### config.mk
export PLATFORM = sky130hd
export DESIGN_NAME = bingo_board_flat
export DESIGN_NICKNAME = d
export VERILOG_FILES = /design/src/rtl/bingo_pkg.sv /design/src/rtl/bingo_board_if.sv /design/src/rtl/bingo_line_counter.sv /design/src/rtl/bingo_board.sv /design/src/flat_wrapper.sv
export SDC_FILE = /design/constraint.sdc
export NUM_CORES = 1
export LEC_CHECK = 0
export CAP_MARGIN = 20
export CORE_MARGIN = 5
export CORE_UTILIZATION = 44
export CTS_CLUSTER_DIAMETER = 30
export DETAILED_ROUTE_END_ITERATION = 8
export GPL_ROUTABILITY_DRIVEN = 0
export RECOVER_POWER = 25
export SETUP_SLACK_MARGIN = 0.5
export SYNTH_ARGS = -nofsm -noshare
export SYNTH_HDL_FRONTEND = slang
export SYNTH_SLANG_ARGS = --single-unit
### constraint.sdc
create_clock -name clk_25MHz -period 8.8 [get_ports clk_25MHz]
set_clock_uncertainty 0.2 [all_clocks]
set_input_delay 1.32 -clock clk_25MHz [delete_from_list [all_inputs] [get_ports clk_25MHz]]
set_output_delay 1.32 -clock clk_25MHz [all_outputs]
set_load 0.005 [all_outputs]
### src/rtl/bingo_pkg.sv
// bingo_pkg: shared constants, FSM states and helpers for the Bingo card (BINGO_DIAG_EN selects diagonal lines)
package bingo_pkg;
    localparam int CELLS = 25;
    localparam int CELL_W = 5;
    localparam int MAP_W = CELLS * CELL_W;
    localparam logic [15:0] LFSR_TAPS = 16'hB400;
    localparam logic [15:0] NULL_SEED_DEF = 16'hACE1;

    typedef enum logic [1:0] {ST_IDLE, ST_INIT, ST_SWAP} state_t;

    function automatic int cell_idx(int x, int y);
        return x + 5 * y;
    endfunction

    function automatic logic [MAP_W-1:0] identity_map();
        logic [MAP_W-1:0] m;
        for (int k = 0; k < CELLS; k++) m[CELL_W*k +: CELL_W] = CELL_W'(k + 1);
        return m;
    endfunction

    function automatic logic [15:0] lfsr_step(logic [15:0] l);
        return {l[14:0], ^(l & LFSR_TAPS)};
    endfunction
endpackage

### src/rtl/bingo_board_if.sv
// bingo_board_if: request and status bundle between the card controller and bingo_board
interface bingo_board_if;
    import bingo_pkg::*;
    logic             shuffle_start;
    logic [15:0]      seed;
    logic             mark_valid;
    logic [4:0]       mark_num;
    logic [MAP_W-1:0] map;
    logic             busy;
    logic             shuffle_done;
    logic             mark_hit;
    logic             mark_miss;
    logic [3:0]       lines;
    logic             bingo;
    modport master (
        output shuffle_start, seed, mark_valid, mark_num,
        input  map, busy, shuffle_done, mark_hit, mark_miss, lines, bingo
    );
    modport slave (
        input  shuffle_start, seed, mark_valid, mark_num,
        output map, busy, shuffle_done, mark_hit, mark_miss, lines, bingo
    );
endinterface

### src/rtl/bingo_line_counter.sv
// bingo_line_counter: registered count of fully marked rows/columns (and diagonals when BINGO_DIAG_EN) plus win flag
module bingo_line_counter
    import bingo_pkg::*;
#(
    parameter int WIN_LINES = 5
) (
    input  logic             clk_25MHz,
    input  logic             all_rst,
    input  logic [MAP_W-1:0] i_map,
    output logic [3:0]       o_lines,
    output logic             o_bingo
);
    logic [24:0] w_zero;
    logic [11:0] w_full;
    logic [3:0]  w_cnt;

    // flag every complete line and add them up
    always_comb begin
        w_full = '0;
        w_cnt = '0;
        for (int k = 0; k < CELLS; k++) w_zero[k] = i_map[CELL_W*k +: CELL_W] == '0;
        for (int n = 0; n < 5; n++) begin
            w_full[n] = 1'b1;
            w_full[5+n] = 1'b1;
            for (int m = 0; m < 5; m++) begin
                w_full[n] &= w_zero[cell_idx(m, n)];
                w_full[5+n] &= w_zero[cell_idx(n, m)];
            end
        end
`ifdef BINGO_DIAG_EN
        w_full[10] = 1'b1;
        w_full[11] = 1'b1;
        for (int m = 0; m < 5; m++) begin
            w_full[10] &= w_zero[cell_idx(m, m)];
            w_full[11] &= w_zero[cell_idx(4 - m, m)];
        end
`endif
        for (int k = 0; k < 12; k++) w_cnt += 4'(w_full[k]);
    end

    // register the count and the win flag together
    always_ff @(posedge clk_25MHz or posedge all_rst) begin
        if (all_rst) begin
            o_lines <= '0;
            o_bingo <= 1'b0;
        end else begin
            o_lines <= w_cnt;
            o_bingo <= 32'(w_cnt) >= WIN_LINES;
        end
    end
endmodule

### src/rtl/bingo_board.sv
// bingo_board: 5x5 card state with LFSR Fisher-Yates shuffle, number marking and line detection (BINGO_DIAG_EN adds diagonals)
module bingo_board
    import bingo_pkg::*;
#(
    parameter int          WIN_LINES = 5,
    parameter logic [15:0] NULL_SEED = NULL_SEED_DEF
) (
    input  logic          clk_25MHz,
    input  logic          all_rst,
    bingo_board_if.slave  bus
);
    state_t           r_state, w_state;
    logic [15:0]      r_lfsr, w_lfsr;
    logic [4:0]       r_i, w_i;
    logic [MAP_W-1:0] r_map, w_map;
    logic             r_done, w_done;
    logic             r_hit, w_hit;
    logic             r_miss, w_miss;
    logic [24:0]      w_match;
    logic [4:0]       w_ip1, w_j, w_ci, w_cj;

    // parallel compare of the called number against all cells; 0 never matches
    always_comb begin
        for (int k = 0; k < CELLS; k++)
            w_match[k] = bus.mark_num != '0 && r_map[CELL_W*k +: CELL_W] == bus.mark_num;
    end

    // swap partner j in 0..i scaled from the low LFSR byte
    always_comb begin
        w_ip1 = r_i + 5'd1;
        w_j = 5'((13'(r_lfsr[7:0]) * 13'(w_ip1)) >> 8);
        w_ci = r_map[CELL_W*r_i +: CELL_W];
        w_cj = r_map[CELL_W*w_j +: CELL_W];
    end

    // next state and datapath; the seed is captured when the shuffle is accepted
    always_comb begin
        w_state = r_state;
        w_lfsr = r_lfsr;
        w_i = r_i;
        w_map = r_map;
        w_done = 1'b0;
        w_hit = 1'b0;
        w_miss = 1'b0;
        case (r_state)
            ST_IDLE: begin
                if (bus.shuffle_start) begin
                    w_state = ST_INIT;
                    w_lfsr = bus.seed == '0 ? NULL_SEED : bus.seed;
                end else if (bus.mark_valid) begin
                    w_hit = |w_match;
                    w_miss = ~|w_match;
                    for (int k = 0; k < CELLS; k++)
                        if (w_match[k]) w_map[CELL_W*k +: CELL_W] = '0;
                end
            end
            ST_INIT: begin
                w_map = identity_map();
                w_i = 5'd24;
                w_state = ST_SWAP;
            end
            ST_SWAP: begin
                w_map[CELL_W*r_i +: CELL_W] = w_cj;
                w_map[CELL_W*w_j +: CELL_W] = w_ci;
                w_lfsr = lfsr_step(r_lfsr);
                w_i = r_i - 5'd1;
                if (r_i == 5'd1) begin
                    w_state = ST_IDLE;
                    w_done = 1'b1;
                end
            end
            default: w_state = ST_IDLE;
        endcase
    end

    // state and card registers; reset discards any partial shuffle
    always_ff @(posedge clk_25MHz or posedge all_rst) begin
        if (all_rst) begin
            r_state <= ST_IDLE;
            r_lfsr <= NULL_SEED;
            r_i <= '0;
            r_map <= identity_map();
            r_done <= 1'b0;
            r_hit <= 1'b0;
            r_miss <= 1'b0;
        end else begin
            r_state <= w_state;
            r_lfsr <= w_lfsr;
            r_i <= w_i;
            r_map <= w_map;
            r_done <= w_done;
            r_hit <= w_hit;
            r_miss <= w_miss;
        end
    end

    bingo_line_counter #(.WIN_LINES(WIN_LINES)) u_lines (
        .clk_25MHz (clk_25MHz),
        .all_rst   (all_rst),
        .i_map     (r_map),
        .o_lines   (bus.lines),
        .o_bingo   (bus.bingo)
    );

    assign bus.map = r_map;
    assign bus.busy = r_state != ST_IDLE;
    assign bus.shuffle_done = r_done;
    assign bus.mark_hit = r_hit;
    assign bus.mark_miss = r_miss;
endmodule

### src/flat_wrapper.sv
// flat-port wrapper written by rule: the top's interface ports become plain ports
module bingo_board_flat import bingo_pkg::*;
#(
    parameter int          WIN_LINES = 5,
    parameter logic [15:0] NULL_SEED = NULL_SEED_DEF
)
  (clk_25MHz, all_rst, bus_shuffle_start, bus_seed, bus_mark_valid, bus_mark_num, bus_map, bus_busy, bus_shuffle_done, bus_mark_hit, bus_mark_miss, bus_lines, bus_bingo);
  bingo_board_if bus_i ();
  input  logic clk_25MHz;
  input  logic all_rst;
  input wire logic [$bits(bus_i.shuffle_start)-1:0] bus_shuffle_start;
  input wire logic [$bits(bus_i.seed)-1:0] bus_seed;
  input wire logic [$bits(bus_i.mark_valid)-1:0] bus_mark_valid;
  input wire logic [$bits(bus_i.mark_num)-1:0] bus_mark_num;
  output wire logic [$bits(bus_i.map)-1:0] bus_map;
  output wire logic [$bits(bus_i.busy)-1:0] bus_busy;
  output wire logic [$bits(bus_i.shuffle_done)-1:0] bus_shuffle_done;
  output wire logic [$bits(bus_i.mark_hit)-1:0] bus_mark_hit;
  output wire logic [$bits(bus_i.mark_miss)-1:0] bus_mark_miss;
  output wire logic [$bits(bus_i.lines)-1:0] bus_lines;
  output wire logic [$bits(bus_i.bingo)-1:0] bus_bingo;
  assign bus_i.shuffle_start = bus_shuffle_start;
  assign bus_i.seed = bus_seed;
  assign bus_i.mark_valid = bus_mark_valid;
  assign bus_i.mark_num = bus_mark_num;
  assign bus_map = bus_i.map;
  assign bus_busy = bus_i.busy;
  assign bus_shuffle_done = bus_i.shuffle_done;
  assign bus_mark_hit = bus_i.mark_hit;
  assign bus_mark_miss = bus_i.mark_miss;
  assign bus_lines = bus_i.lines;
  assign bus_bingo = bus_i.bingo;
  bingo_board #(.WIN_LINES(WIN_LINES), .NULL_SEED(NULL_SEED)) u_core (.clk_25MHz(clk_25MHz), .all_rst(all_rst), .bus(bus_i));
endmodule
# Yosys cells after proc, flatten, opt, wreduce, memory -nomap -nowiden
# Cells that the tools add are included.
# classes
shifts	6
reduce_logical	87
eq_ne	57
order_cmp	1
mux	45
n_mul	3
n_bitwise	40
n_addsub	13
# ops
op	count
$pmux 125 s3	1
$bwmux 125	2
$mux 125	2
$shift 5x34->125 const A	2
$shiftx 125x9->5	2
$shiftx 5x34->125	2
$eq 5x5->1	25
$logic_not 5->1	25
$mux 5	25
$reduce_and 4->1	25
$neg 8->34	2
$ne 2x1->1 const B	26
$and 1x1->1	40
$mux 16	2
$pmux 16 s2	1
$logic_and 1x1->1	25
$reduce_or 25->1	1
$add 4x1->4	6
$logic_not 16->1	1
$mul 3x5->8 const A	2
$reduce_xor 16->1	1
$mul 8x5->13	1
$pmux 5 s2	1
$mux 1	8
18 further kinds	24
# word_totals
register_bits	156
in_bits	25
wordCells	285
out_inout_bits	134

# Longest topological paths before layout
# logic_depth
word_depth	15
mapped_depth	32
depth_no_buf	24

# By module
# Synthesis repeated with hierarchy kept, for this count alone.
# unflattened
hier_cells	1995
hier_area_um2	16627.2
# modules_own_cells
module	instances	cells_each	area_per_inst_um2	seq_area_each_um2
bingo_board	1	1907	15870.2	3860.0
bingo_line_counter	1	88	757.0	125.1

# Worst setup path before layout
# No wires, ideal clock.
# synth_timing
kind	register to register
from	reg u_core.r_i[0]
to	reg u_core.r_map[21] (netlist: u_core.bus.map[21])
arrival_time_ns	7.135
required_time_ns	8.474
path_buffers	8
path_stages_with_launch	30
setup_time_ns	0.126
setup_slack_ns	1.339
cell_sequence	dfrtp_1 > buf_4 > buf_2 > buf_4 > buf_2 > buf_2 > nand3_1 > xnor2_1 > nor2b_1 > fa_1 > fa_1 > inv_1 > fa_1 > inv_1 > ha_1 > a21o_1 > a21o_1 > a211o_4 > nor2_8 > inv_4 > buf_4 > buf_2 > ha_1 > clkbuf_2 > inv_1 > o21ai_1 > nor3_1 > nand3_1 > and3b_1 > a221o_1
# synth_between
elab_chain_cells	8
word_cells_on_any_way	15
# synth_rtl
element	line	text
start, declared	bingo_board.sv:14	logic [4:0] r_i, w_i;
start signal, assigned	bingo_board.sv:89	r_i <= w_i;
$add 5x1->5	bingo_board.sv:30	w_ip1 = r_i + 5'd1;
$mul 8x5->13	bingo_board.sv:31	w_j = 5'((13'(r_lfsr[7:0]) * 13'(w_ip1)) >> 8);
$mul 3x5->8	bingo_board.sv:33, bingo_board.sv:64	
$shiftx 125x9->5	bingo_board.sv:33	w_cj = r_map[CELL_W*w_j +: CELL_W];
$shiftx 5x34->125	bingo_board.sv:63	w_map[CELL_W*r_i +: CELL_W] = w_cj;
$bwmux 125	bingo_board.sv:63	
$bwmux 125 (*)	bingo_board.sv:64	w_map[CELL_W*w_j +: CELL_W] = w_ci;
$pmux 125 s3 (*)	bingo_board.sv:45	case (r_state)
end signal, assigned	bingo_board.sv:82	r_map <= identity_map();
end signal, assigned	bingo_board.sv:90	r_map <= w_map;
end, declared	bingo_board.sv:15	logic [MAP_W-1:0] r_map, w_map;
# Mark *: on every way between the ends. The rest lies on a longest branch, timed or not.
# A chain may end at the register's enable or synchronous reset.

# Worst setup path after layout
# layout_timing
from	reg u_core.r_i[4]
to	reg u_core.r_map[51] (netlist: u_core.bus.map[51])
# Same word-level chain as after synthesis.

==> impl_results.md <==
* Hold crit path type: reg2reg
* Relative slew margins at -188.4%
* GRT Residual Overflow at 0
* Layout cell share with drive strength beyond 1 at 12.24%
* Fin. Hold Viols at 0
* Top-area cell type share of the netlist area at 13.95%
* EDFF count, synth at 0
* WP data arrival at 8.17 ns
* Total GRT Usage at 38.31%
* H-Tree Depth at 4
* Critical path required time at between 9 and 10 ns
* Worst-Margin Slew at approximately 4.3 ns
* CTS clk-pin slew, worst paths at around 0.07 ns
* Post-synth top cells: nand2_1, nor2_1, a21oi_1
* Synth Flop Type: dfrtp_1
* WL/cell at ~31 um
* #FFs+latches synth at 156
* Crit path largest cell delay at 0.72 ns
* Initial antenna violation count at 5
* Port Buffer Count at 158
* Max Used Layer: met5
* Crit path time final at 7.966 ns
* DR vias at 19040
* Die H at between 200 and 250 um
* Period utilisation layout at 90.53%
* Synth area leaders: dfrtp_1, dfstp_2, mux4_2
* TritonCTS Buffers at 17
* Yosys warns at 0
* Crit path max-delay cell type: a211oi_2
* HPWL after DPL at 58260 um
* Mapped Area at between 15000 and 20000 um2
* Row count at 70
* Nature of the critical path endpoint: flip-flop
* Cell Chain, Critical Path: inv_1 -> xnor2_1 -> nand2b_1 -> fa_1 -> fa_1 -> fa_1 -> inv_1 -> ha_1 -> nand3b_4 -> o21bai_2 -> mux2_2 -> nor2_8 -> inv_4 -> ha_1 -> inv_1 -> a211oi_2 -> nand2_1 -> or3_1 -> a21oi_1 -> a311o_1
* Syn Inst Count at about 2000
* Syn_area_per_cell at 8.035 um2
* Vias/cell at 7.323
* WL met1 at 29440 um
* Top achievable clock speed at around 0.13 GHz
* ANT cells at 0
* Routed wire length at 81050 um
* CP delay by family, top: adder cells
* Final core utilization at 51.63%
* Count leader, synth: nand2_1
* Vias in the first global route at 17950
* Clock root buffer master: clkbuf_16
* Met2 wire length at 32590 um
* WS Path Type: reg2reg
* Worst Path Buf+Inv at 4
* Clock Sinks at 156
* Worst skew pair latency at 0.48 ns
* Setup violators final at 0
* Synth area leader: dfrtp_1
* Pin count of the biggest net entering global routing at 89
* Asr flop ratio synth at 100.0%
* Crit start category: flip-flop
* Core area at 36610 um2
* Residual DRC count at 15
* MaxCap Viol Count at 3
* Seq/Total Area, Yosys at 24.42%
* TritonCTS clock tree: done
* Chip width at 202.6 um
* Yosys cell types at 91
* Starting DRT DRC Count at 3243
* Routed Antenna Nets at 0
* Fin. max-slew vios at 153
* Area delta synth->final at 15.82%
* Status: finished with violations
* Global-route wire length before repair at 119000 um
* Crit Path Max Fanout at 21
* I/O Pins at 159
* Violated checks: design-rule violations, max-capacitance violations, max-slew violations
* FILL cells at 3500
* Setup TNS at 0 ns
* Met3 wire len at 12050 um
* Die Footprint at 41040 um2
* Longest Clk Path Bufs at 2
* Syn_nets at 2112
* RSZ-0062 raised after global routing: yes
* Drt first pass iters at 9
* Fin nets at 2200
* Hold buffers post-CTS at 0
* Initial Util at 44.58%
tightest hold or removal path: stages, from the launching register on:
cell,delay [ns]
dfstp_2,0.38
nand2_1,0.04
o21ai_0,0.07
per-stage QoR:
stage / cell area [um2] / worst slack [ns] / hold WS, ns / std cells
5_1_grt: 18900 / 0.4680 / 0.3216 / 2600
2_1_floorplan: 16320 / 1.339 / 0.2502 / 2031
4_1_cts: 18870 / 1.054 / 0.2919 / 2596
3_3_place_gp: 18230 / 1.209 / 0.2659 / 2562
3_5_place_dp: 18250 / 1.069 / 0.2816 / 2564
6_report: 18900 / 0.8336 / 0.2942 / 2600
repair_timing:
action / CTS / global route
gates resized for setup: 0 / 1
buffers inserted: 0 / 2
endpoints found under the setup margin: 0 / 14
per-layer routing:
metal,vias to the layer above,GRT usage [%]
met5,-,0.9524
met4,2,25.75
met3,468,13.53
met2,1702,54.17
met1,9050,49.07
li1,7819,-
layout by cell type, fill, tap and decap left out, types with 12 or more instances in the layout:
cell type        synthesis  final
nand2_1                233    232
nor2_1                 155    155
clkdlybuf4s50_1          0    147
a21oi_1                143    140
o21ai_0                126    125
nand3_1                109    109
dfrtp_1                 91     89
nor3_1                  75     75
xnor2_1                 73     71
xor2_1                  70     69
dfstp_2                 65     65
inv_1                   55     54
mux4_2                  46     46
buf_4                    9     42
nand4_1                 40     40
a221oi_1                39     39
mux2i_1                 37     37
a211oi_1                36     36
a31oi_1                 34     34
ha_1                    33     33
nor4_1                  33     31
a22oi_1                 31     31
o22ai_1                 29     28
fa_1                    23     23
and2_1                  22     22
and3_1                  20     20
or4_1                   20     20
nor2b_1                 18     18
nand2b_1                18     18
clkbuf_16                0     17
a21o_1                  16     16
or3_1                   15     15
o31ai_1                 15     15
o21ai_1                 14     14
a32oi_1                 13     13
o21a_1                  12     12
final timing paths:
kind / from / to / slack [ns] / cells after the start
max: u_core.r_i[4] / u_core.bus.map[51] / 0.83 / 20
max in group asynchronous: all_rst / u_core.bus.map[87] / 3.72 / 3
max reg2reg: u_core.r_i[4] / u_core.bus.map[51] / 0.83 / 20
min: u_core.r_lfsr[11] / u_core.r_lfsr[11] / 0.29 / 2
min reg2reg: u_core.r_lfsr[11] / u_core.r_lfsr[11] / 0.29 / 2
min in group asynchronous: all_rst / u_core.r_lfsr[12] / 2.37 / 2
registers in the layout (all words and copies together), names as in the netlist:
register and flops:
u_core.r_lfsr 16, u_core.u_lines.o_bingo 1, u_core.u_lines.o_lines 4, u_core.r_state 2
u_core.bus.mark_hit 1, u_core.bus.shuffle_done 1, u_core.r_i 5, u_core.bus.map 125
u_core.bus.mark_miss 1
cells by family (layout without fill, tap and decap cells):
logic type                 Yosys count  count (layout)  share of synthesized area [%]
buffers and inverters              195             296                          5.045
xor gates and xnor gates           143             143                          7.675
adders and majority gates           56              56                          5.352
AOI/OAI and AO/OA                  602             602                          24.68
and+or+nand+nor                    791             791                          23.87
DFF                                156             156                          24.42
muxes                               88              88                          8.963
final cells by class:
cell class / instances / area (um2) / area share [%]
multi-input cells: 1680 / 11580 / 61.25
clock inverters: 12 / 158.9 / 0.8407
inverters: 60 / 234.0 / 1.238
clock buffers: 20 / 466.7 / 2.469
well taps: 468 / 585.6 / 3.098
repair buffers: 204 / 1892 / 10.01
flip-flops and latches: 156 / 3988 / 21.10
Power is left out: the tool's default activity adds up to more than one toggle a clock period on the data nets, which glitch-free logic cannot reach.
